[src/rtl/fir_requant_out.sv]
// Output requantizer: round-half-up shift, saturate to OUT_W,
// FWFT FIFO toward the consumer, sticky saturation/drop counters.
module fir_requant_out #(
  parameter int IN_W  = 16,
  parameter int OUT_W = 8,
  parameter int SHIFT = 7,
  parameter int DEPTH = 4
) (
  input  logic                             clk,
  input  logic                             reset_n,
  input  logic signed [IN_W-1:0]           din,
  input  logic                             din_valid,
  output logic signed [OUT_W-1:0]          dout,
  output logic                             dout_valid,
  input  logic                             dout_ready,
  output logic [$clog2(DEPTH+1)-1:0]       fifo_level,
  output logic [15:0]                      sat_count,
  output logic [15:0]                      drop_count,
  input  logic                             clr_counts
);

  localparam int LW = $clog2(DEPTH+1);
  localparam int AW = (DEPTH > 1) ? $clog2(DEPTH) : 1;

  localparam logic signed [IN_W:0] RND =
    $signed((IN_W+1)'(2**(SHIFT-1)));
  localparam logic signed [IN_W:0] MAXV =
    $signed((IN_W+1)'(2**(OUT_W-1)-1));
  localparam logic signed [IN_W:0] MINV = ~MAXV;

  localparam logic [OUT_W-1:0] QMAX = {1'b0, {(OUT_W-1){1'b1}}};
  localparam logic [OUT_W-1:0] QMIN = {1'b1, {(OUT_W-1){1'b0}}};

  logic signed [IN_W:0] t_sum;
  logic signed [IN_W:0] t_shr;
  logic [OUT_W-1:0]     q_next;
  logic                 sat_next;

  logic                 s1_valid;
  logic [OUT_W-1:0]     s1_data;
  logic                 s1_sat;

  logic [OUT_W-1:0]     mem [DEPTH];
  logic [AW-1:0]        wr_ptr;
  logic [AW-1:0]        rd_ptr;

  logic full;
  logic push;
  logic pop;
  logic drop;

  // Round, shift and clamp the incoming sample (extra bit: no wrap)
  always_comb begin
    t_sum    = $signed({din[IN_W-1], din}) + RND;
    t_shr    = t_sum >>> SHIFT;
    q_next   = t_shr[OUT_W-1:0];
    sat_next = 1'b0;
    unique case (1'b1)
      (t_shr > MAXV): begin
        q_next   = QMAX;
        sat_next = 1'b1;
      end
      (t_shr < MINV): begin
        q_next   = QMIN;
        sat_next = 1'b1;
      end
      default: ;
    endcase
  end

  // Stage-1 requant register
  always_ff @(posedge clk or negedge reset_n) begin
    if (!reset_n) begin
      s1_valid <= 1'b0;
      s1_data  <= '0;
      s1_sat   <= 1'b0;
    end else begin
      s1_valid <= din_valid;
      if (din_valid) begin
        s1_data <= q_next;
        s1_sat  <= sat_next;
      end
    end
  end

  // FIFO handshake decode; a pop frees the slot for a same-cycle push
  always_comb begin
    full = (fifo_level == LW'(DEPTH));
    pop  = dout_valid & dout_ready;
    push = s1_valid & (~full | pop);
    drop = s1_valid & full & ~pop;
  end

  assign dout_valid = (fifo_level != '0);
  assign dout       = dout_valid ? mem[rd_ptr] : '0;

  // FIFO storage; contents are don't-care until written
  always_ff @(posedge clk) begin
    if (push) mem[wr_ptr] <= s1_data;
  end

  // FIFO pointers and occupancy
  always_ff @(posedge clk or negedge reset_n) begin
    if (!reset_n) begin
      wr_ptr     <= '0;
      rd_ptr     <= '0;
      fifo_level <= '0;
    end else begin
      if (push) wr_ptr <= wr_ptr + AW'(1);
      if (pop)  rd_ptr <= rd_ptr + AW'(1);
      unique case ({push, pop})
        2'b10:   fifo_level <= fifo_level + LW'(1);
        2'b01:   fifo_level <= fifo_level - LW'(1);
        default: ;
      endcase
    end
  end

  // Sticky event counters; clear wins over increment
  always_ff @(posedge clk or negedge reset_n) begin
    if (!reset_n) begin
      sat_count  <= '0;
      drop_count <= '0;
    end else if (clr_counts) begin
      sat_count  <= '0;
      drop_count <= '0;
    end else begin
      if (s1_valid && s1_sat && sat_count != 16'hFFFF)
        sat_count <= sat_count + 16'd1;
      if (drop && drop_count != 16'hFFFF)
        drop_count <= drop_count + 16'd1;
    end
  end

endmodule

[config.mk]
export PLATFORM = sky130hd
export DESIGN_NAME = fir_requant_out
export DESIGN_NICKNAME = d
export VERILOG_FILES = /design/src/rtl/fir_requant_out.sv
export SDC_FILE = /design/constraint.sdc
export NUM_CORES = 1
export LEC_CHECK = 0
export BUFFER_PORTS_ARGS = -buffer_cell sky130_fd_sc_hd__buf_2
export CAP_MARGIN = 20
export CORE_ASPECT_RATIO = 0.8
export CORE_MARGIN = 5
export CORE_UTILIZATION = 60
export CTS_BUF_LIST = sky130_fd_sc_hd__clkbuf_4 sky130_fd_sc_hd__clkbuf_8
export CTS_CLUSTER_DIAMETER = 30
export DETAILED_ROUTE_END_ITERATION = 8
export PLACE_DENSITY = 0.83
export SKIP_LAST_GASP = 1
export SYNTH_ARGS = -nofsm -noshare
export SYNTH_HDL_FRONTEND = slang
export SYNTH_SLANG_ARGS = --single-unit
export TNS_END_PERCENT = 20
[constraint.sdc]
create_clock -name clk -period 3.6 [get_ports clk]
set_input_delay 0.72 -clock clk [delete_from_list [all_inputs] [get_ports clk]]
set_output_delay 0.72 -clock clk [all_outputs]
set_load 0.03 [all_outputs]
==> results of run 1 <==
==> cell usage after synthesis, drive strengths merged (3+ instances only) <==
master | instances | area [µm²]
dfrtp | 49 | 1230
nor2 | 41 | 154
edfxtp | 32 | 961
xnor2 | 28 | 245
nand3 | 17 | 90.1
and2 | 15 | 93.8
nand2 | 15 | 56.3
clkbuf | 13 | 48.8
xor2 | 12 | 105
a21oi | 11 | 62.6
inv | 10 | 37.5
ha | 8 | 100
mux4 | 8 | 180
nand4 | 8 | 65.1
o22a | 8 | 70.1
and3 | 6 | 38.8
and4 | 6 | 52.6
nor4 | 5 | 46.3
a211oi | 4 | 30.0
buf | 3 | 13.8
mux2i | 3 | 30.0
nor3 | 3 | 15.0
==> flip-flops by register name, summed over array words and instances (netlist names) <==
signal	flops
rd_ptr	2
s1_data	8
mem	32
fifo_level	3
s1_sat	1
s1_valid	1
wr_ptr	2
drop_count	16
sat_count	16
==> metrics by stage <==
| step | area (µm²) | instances | hold slack (ps) | utilization, % | setup slack [ps] |
|---|---|---|---|---|---|
| after global placement | 4280 | 455 | 500 | 67.1 | 1010 |
| after detailed placement | 4280 | 455 | 513 | 67.1 | 952 |
| after CTS | 4460 | 471 | 455 | 69.9 | 819 |
| after floorplan | 3940 | 328 | 424 | - | 1150 |
| after global routing | 4460 | 471 | 490 | 69.9 | 724 |
| final | 4460 | 471 | 446 | 69.9 | 877 |
==> power groups by stage <==
stage / Combinational [mW] / Clock (mW) / Sequential [mW]
final: 0.725 / 0.580 / 1.23
after global routing: 0.790 / 0.639 / 1.26
after CTS: 0.738 / 0.597 / 1.23
after detailed placement: 0.738 / 0 / 1.25
after global placement: 0.715 / 0 / 1.24
after floorplan: 0.558 / 0 / 1.22
==> final timing paths <==
check	endpoint	slack (ps)	cells after the start
hold / removal	drop_count[10]	450	1
min in group clk	mem[2][0]	530	0
setup reg to reg	fifo_level[2]	1300	9
max in group asynchronous	s1_data[0]	2440	2
setup / recovery	dout[3]	880	3
hold reg to reg	mem[2][0]	530	0
==> critical path, delay by kind of cell, from the launching register on <==
family / cells / cell delay [ps]
flip-flops: 1 / 710
multiplexers: 1 / 590
AND/OR/NAND/NOR: 1 / 180
buffers and inverters: 1 / 170
==> logic make-up after synthesis <==
logic type | share of synthesized area, %
muxes | 5.33
DFF | 55.5
buffers and inverters | 2.54
xor gates and xnor gates | 8.89
AOI/OAI and AO/OA | 6.54
and+or+nand+nor | 18.1
adders and majority gates | 3.05
==> per-layer routing <==
layer	track usage (%)	vias up	share of wire, %
met3	5.54	7	6.0
li1	-	1273	-
met5	0	-	0
met4	4.98	0	0.82
met2	33.0	78	50
met1	26.0	1286	44
==> final cells by class <==
class / instances / area (µm²)
Clock buffer: 11 / 145
Clock inverter: 5 / 31.3
Fill cell: 462 / 1920
Inverter: 10 / 37.5
Multi-Input combinational cell: 221 / 1650
Sequential cell: 81 / 2190
Tap cell: 84 / 105
Timing Repair Buffer: 59 / 298
==> metrics.txt, run 1 <==
Power Density between 500 and 600 mW/mm²; Final Skew approximately 11 ps; synthesized cell area approximately 0.0039 mm²; period utilization 75.6%; via count approximately 2600; Routed Wire Length about 7.5 mm; Initial DRT Pass Iterations 4; RSZ-0062 raised after global routing false; Setup TNS 0 ps; DIE HEIGHT ~82 µm; routability congestion estimate approximately 0.83; sequential share of power roughly half; Worst VDD drop approximately 0.36 mV; Sw Ratio ~34%; Yosys warnings 0; CP cell instances mux4_2 -> and2_1 -> buf_2; worst hold path class input port to async pin; Max FO, Critical Path 10; Initial Util between 60% and 70%; Seq/Total Area, Yosys 55.5%; overflow left after global routing 0; CTS resizes 0; Int Pwr ~1.7 mW; CTS Hold Bufs 0; Buffers on Ports 58; root buf cell clkbuf_8; Least-Margin Pin Slew about 760 ps; Worst Setup Path Type register to output pin; Wirelength per Cell between 15 and 20 µm; Max-slew headroom around 49%; CP max stage delay slightly above 700 ps; Clk pwr share between 20 and 25%; reg2reg start fifo_level[0]; NetSw roughly 0.86 mW; Critical Path RT 2880 ps; # setup viols final 0; Die X about 100 µm; dominant synthesized flop cell dfrtp_1; global-route wire length before repair 12.7 mm; vias per cell 5.61; Ports 65; asr flop ratio synth around three fifths; via count of the first global-routing pass 2670; total of max-cap violations 0; Post-synth EDFFs 32; Seq cells post-synth 81; CP Launch Type register; # rows 26; Slew Viols, Final 0; Post-DP HPWL between 5 and 6 mm; commonest non-fill, non-tap cell in the layout buf_2; crit end category output pin; CTS max path bufs 2; Initial DRC Count between 90 and 100; CTS tree yes; Layout area overhead 13.1%; largest net degree at the start of global routing 34; Synth Net Count 358; cts bufs inserted 9; core box area about 0.0064 mm²; DR DRC count 0; Final Hold Fails 0; number of nets with antenna violations after routing 0; Leak 1.86 nW; Post-CTS Setup Bufs 0; FMAX ~0.37 GHz; Worst Setup SP rd_ptr[0]; combinational power share about 29%; Worst EP arrival around 2000 ps; # diodes 0; most frequent cells in the layout buf_2, dfrtp_1, nor2_1; gr usage total between 10% and 20%; clock sink count just over 80; Synth Instances between 300 and 400; # H-tree levels 3; slowest cell on the critical path dfrtp_1; final net count between 400 and 500; die area roughly 0.0083 mm²; syn avg cell area 12.0 µm²; Pwr Total around 2.5 mW; Cell variety after synth between 40 and 50; worst skew pair latency between 300 and 400 ps; fin crit period roughly 2700 ps; initial antenna violation count 0; ratio of cells with drive above 1 in the final layout between 20% and 30%; Clock transition at path regs 80 ps; status completed
Note: power is estimated with default switching activity, not from simulation.
==> run 2: changes to the inputs <==
- CORE_UTILIZATION: 60 -> 58
- PLACE_DENSITY: 0.83 -> 0.81
- clock period: 3.6 -> 2.6 ns (I/O delays scaled with it)
==> run 2 against run 1 <==
Net effect:
- sequential power is 38% higher
- critical path depth stayed put
- non-clock buffer count rose by 4
- clock power is 88% higher
- hold slack lost 210 ps
- register-to-register slack got worse by 920 ps
- first-iteration DRC count fell by 20%
- die area rose by 3.1%
- critical endpoint is now dout[1]
- largest cell class unchanged
==> metrics.txt, run 2 (synthesis results as in run 1) <==
Layout fillers 464 (+0.43%); gr usage total 19.1% (-0.78 points); post-route insts no fill 475 (+0.85%); Worst Setup Path Type register to output pin; multi-input logic area 0.00165 mm² (unchanged); Layout area overhead 15.5%; worst hold path class input port to async pin; Final Instance Area 0.00455 mm² (+2.1%); Initial DRC Count 79 (-20%); Routed Wire Length 7.53 mm (+0.97%); slowest cell on the critical path mux4_2; die area 0.00855 mm² (+3.1%); Wirelength per Cell 15.9 µm (+0.11%); crit path buf inv count 1 (unchanged); Largest regs mem x32, drop_count x16, sat_count x16; Initial Util 60.6% (-1.2 points); Cells after DPL 459 (+0.88%); Critical Path RT 2080 ps (-800 ps); DIE HEIGHT 83.7 µm (+1.5%); fin crit period approximately 2300 ps; Worst VDD drop 0.377 mV (+4.0%); RSZ-0062 raised after global routing false; worst r2r dst fifo_level[2]; cts bufs inserted 9 (unchanged); FMAX 0.436 GHz; vias per cell 5.61 (about the same); via count of the first global-routing pass 2640 (-1.1%); overflow left after global routing 0 (unchanged); worst skew pair latency 350 ps (about the same); via count 2665 (+0.79%); Least-Margin Pin Slew 742 ps (-22.6 ps); commonest non-fill, non-tap cell in the layout buf_2; pre-CTS setup slack 225 ps (-728 ps); Power Density 839 mW/mm² (+48%); number of nets with antenna violations after routing 0 (unchanged); final worst slack 305 ps (-573 ps); largest net degree at the start of global routing 34 (unchanged); Top reg by flops mem; total of max-cap violations 0 (unchanged); most frequent cells in the layout buf_2, dfrtp_1, nor2_1; CTS tree yes; Max FO, Critical Path 9 (-1); R2R Setup Slk 380 ps (-920 ps); crit end category output pin; # H-tree levels 3 (unchanged); root buf cell clkbuf_8; final net count 416 (+0.97%); initial antenna violation count 0 (unchanged); # setup viols final 0 (unchanged); Setup TNS 0 ps (unchanged); Reg2Reg Depth 9 (unchanged); reg2reg start fifo_level[1]; ratio of cells with drive above 1 in the final layout 25.1% (+1.0 points); Slew Viols, Final 0 (unchanged); status completed; global-route wire length before repair 12.8 mm (+0.65%); period utilization between 80% and 90%; placed instance area 0.00431 mm² (+0.70%); # diodes 0 (unchanged); Post-DP HPWL 5.28 mm (-1.0%); CP cell instances mux4_2 -> and2_1 -> buf_2; Ports 65 (unchanged); CP top delay family multiplexers; DR DRC count 0 (unchanged); CP max stage delay 560 ps (-150 ps); Buffers on Ports 58 (unchanged); CTS Hold Bufs 0 (unchanged); Max-slew headroom 50.6% (+1.5 points); CP Launch Type register; routability congestion estimate 0.845 (+1.6%); clock sink count 81 (unchanged); Worst EP arrival 1780 ps (-220 ps); CTS resizes 0 (unchanged); sequential cell area 0.00219 mm² (about the same); max reg flops 32 (unchanged); Final Hold Fails 0 (unchanged); Final Skew 13.0 ps (+1.67 ps); Post-CTS Setup Bufs 0 (unchanged); core box area 0.00651 mm² (+2.0%); Clock transition at path regs 80 ps (about the same); Initial DRT Pass Iterations 4 (unchanged); Leak 1.92 nW (+3.1%); Die X 102 µm (+1.5%); CTS max path bufs 2 (unchanged); # rows 26 (unchanged); Final Core Density 69.9% (about the same)
## run 2: layout make-up
class                   count  area share (%)
flip-flops and latches     81            48.1
repair buffers             63            7.20
clock inverters             6            2.36
inverters                  10           0.825
clock buffers              10            2.89
well taps                  84            2.31
multi-input cells         221            36.3
## run 2: metrics by stage
step	total power [mW]	hold WS [ps]
floorplan	2.46	224
global placement	2.73	504
detailed placement	2.76	499
CTS	3.85	270
global route	4.01	287
finish	3.82	234
## run 2: worst max-delay path by stage
stage / slack, ps / end / depth (start not counted) / start
floorplan: 150 / fifo_level[2] / 9 / fifo_level[0]
global placement: 290 / fifo_level[2] / 10 / dout_ready
detailed placement: 220 / fifo_level[2] / 10 / dout_ready
CTS: 80 / dout[1] / 3 / rd_ptr[0]
global route: 190 / dout[1] / 3 / rd_ptr[0]
finish: 300 / dout[1] / 3 / rd_ptr[0]
## run 2: routing by layer
layer  part of all wire [%]  GRT usage, %  vias to the layer above
li1                       -             -                     1294
met1                     45          26.1                     1297
met2                     48          29.7                       67
met3                    5.8          5.51                        7
met4                   0.88          5.13                        0
met5                      0             0                        -
## run 2: power by group
part	switching (mW)	total (mW)	internal (mW)
clock	0.444	1.09	0.646
combinational	0.601	1.03	0.427
sequential	0.170	1.70	1.53
total	1.21	3.82	2.60
==> run 3: changes to the inputs <==
- BUFFER_PORTS_ARGS: -buffer_cell sky130_fd_sc_hd__buf_2 -> not set
- CORE_UTILIZATION: 58 -> 60
- DONT_BUFFER_PORTS: not set -> 1
- PLACE_DENSITY: 0.81 -> 0.75
- clock period: 2.6 -> 2.61 ns (I/O delays scaled with it)
==> run 3 against run 2 <==
Net effect:
- clock power down 12%
- worst setup slack worse by 130 ps
- via count down 8.3%
==> metrics.txt, run 3 (synthesis results as in run 1) <==
core box area 0.00638 mm² (-2.0%); largest net degree at the start of global routing 50 (+47%); Least-Margin Pin Slew 641 ps (-101 ps); multi-input logic area 0.00165 mm² (unchanged); Clock transition at path regs 80 ps (about the same); slowest cell on the critical path dfrtp_1; Worst VDD drop 0.478 mV (+27%); Final Core Density 67.7% (-2.2 points); # H-tree levels 3 (unchanged); crit path buf inv count 0 (-1); period utilization between 90 and 100%; Layout area overhead 9.56%; Setup TNS 0 ps (unchanged); Power Density 834 mW/mm² (-0.57%); Max FO, Critical Path 9 (unchanged); ratio of cells with drive above 1 in the final layout 14.1% (-11 points); Buffers on Ports 0 (-100%); RSZ-0062 raised after global routing false; overflow left after global routing 0 (unchanged); FMAX just over 0.4 GHz; CP max stage delay 700 ps (+140 ps); CP Launch Type register; post-route insts no fill 425 (-11%); clock sink count 81 (unchanged); Cells after DPL 409 (-11%); # rows 26 (unchanged); crit end category output pin; Worst Setup Path Type register to output pin; placed instance area 0.00408 mm² (-5.3%); R2R Setup Slk 260 ps (-120 ps); root buf cell clkbuf_8; most frequent cells in the layout dfrtp_1, nor2_1, edfxtp_1; Max-slew headroom 57.0% (+6.4 points); CP top delay family flip-flops; CTS resizes 0 (unchanged); Initial DRC Count 127 (+61%); Hold WS 15.8 ps (-218 ps); Routed Wire Length 7.47 mm (-0.81%); CP cell instances mux4_2 -> and2_1; routability congestion estimate 0.767 (-9.3%); status completed; commonest non-fill, non-tap cell in the layout dfrtp_1; DR DRC count 0 (unchanged); Ports 65 (unchanged); vias per cell 5.75 (+2.5%); initial antenna violation count 0 (unchanged); CTS max path bufs 2 (unchanged); via count 2445 (-8.3%); cts bufs inserted 9 (unchanged); number of nets with antenna violations after routing 0 (unchanged); global-route wire length before repair 12.3 mm (-3.5%); Reg2Reg Depth 9 (unchanged); fin crit period about 2400 ps; final net count 367 (-12%); Critical Path RT 2090 ps (about the same); # diodes 0 (unchanged); Initial Util 61.8% (+1.2 points); reg2reg start fifo_level[1]; max reg flops 32 (unchanged); Die X 101 µm (-1.5%); Final Hold Fails 0 (unchanged); Post-DP HPWL 5.25 mm (-0.60%); Final Instance Area 0.00432 mm² (-5.1%); Initial DRT Pass Iterations 4 (unchanged); # setup viols final 0 (unchanged); Top reg by flops mem; Leak 1.68 nW (-12%); Slew Viols, Final 0 (unchanged); Worst EP arrival 1910 ps (+130 ps); worst hold path class input port to async pin; worst skew pair latency 340 ps (about the same); gr usage total 19.5% (+0.40 points); sequential cell area 0.00219 mm² (about the same); DIE HEIGHT 82.5 µm (-1.5%); die area 0.00830 mm² (-3.0%); Final Skew 14.0 ps (+0.994 ps); Layout fillers 482 (+3.9%); Largest regs mem x32, drop_count x16, sat_count x16; total of max-cap violations 0 (unchanged); worst r2r dst fifo_level[2]; Wirelength per Cell 17.6 µm (+11%); via count of the first global-routing pass 2509 (-5.0%); CTS tree yes
-- run 3: cell types whose count changed in the layout (fill, tap and decap cells not counted) --
cell / delta
clkinv_4: -1
bufinv_16: -1
clkbuf_4: +1
buf_4: +8
buf_16: +1
buf_2: -58
dfrtp_1: +1
clkinv_2: +1
dfrtp_2: -1
clkinv_1: -1
-- run 3: report_power, final --
part	total, mW	internal (mW)	switching [mW]
Sequential	1.69	1.52	0.168
Clock	0.954	0.552	0.402
Combinational	0.956	0.373	0.583
Total	3.60	2.45	1.15
-- run 3: worst max path at each step --
stage	start	to	slack, ps	depth (start not counted)
finish	rd_ptr[0]	dout[1]	180	2
global route	rd_ptr[0]	dout[5]	40	2
CTS	rd_ptr[0]	dout[1]	120	2
detailed placement	dout_ready	fifo_level[2]	230	9
global placement	dout_ready	fifo_level[2]	300	9
floorplan	fifo_level[0]	fifo_level[2]	160	9
-- run 3: per-layer routing --
| layer | track usage, % | vias up | share of wire, % |
|---|---|---|---|
| met2 | 31.1 | 65 | 46 |
| met1 | 25.2 | 1187 | 45 |
| met4 | 4.44 | 0 | 1.0 |
| li1 | - | 1186 | - |
| met3 | 7.89 | 7 | 7.4 |
| met5 | 0 | - | 0 |
-- run 3: what timing repair did --
action | in CTS | in global routing
endpoints found under the hold margin | 49 | 0
setup buffers | 0 | 0
hold buffers | 1 | 0
-- run 3: worst register-to-register path, cell delays in order (launching register included) --
cell,delay (ps)
dfrtp_1,420
nor4b_4,430
and2b_1,310
inv_1,80
ha_1,170
inv_1,60
fa_1,370
xor2_1,150
nor2_1,130
xor2_1,150
-- run 3: through the flow --
stage          worst slack (ps)  total power, mW
6_report                    180             3.60
5_1_grt                    35.2             3.78
4_1_cts                     115             3.64
3_5_place_dp                233             2.66
3_3_place_gp                300             2.61
2_1_floorplan               163             2.45
-- run 3: layout make-up --
class	count	area share, %
timing repair buffer	14	2.90
inverter	10	0.870
clock inverter	4	1.62
sequential	81	50.7
clock buffer	11	3.22
tap	84	2.43
multi-input combinational	221	38.3
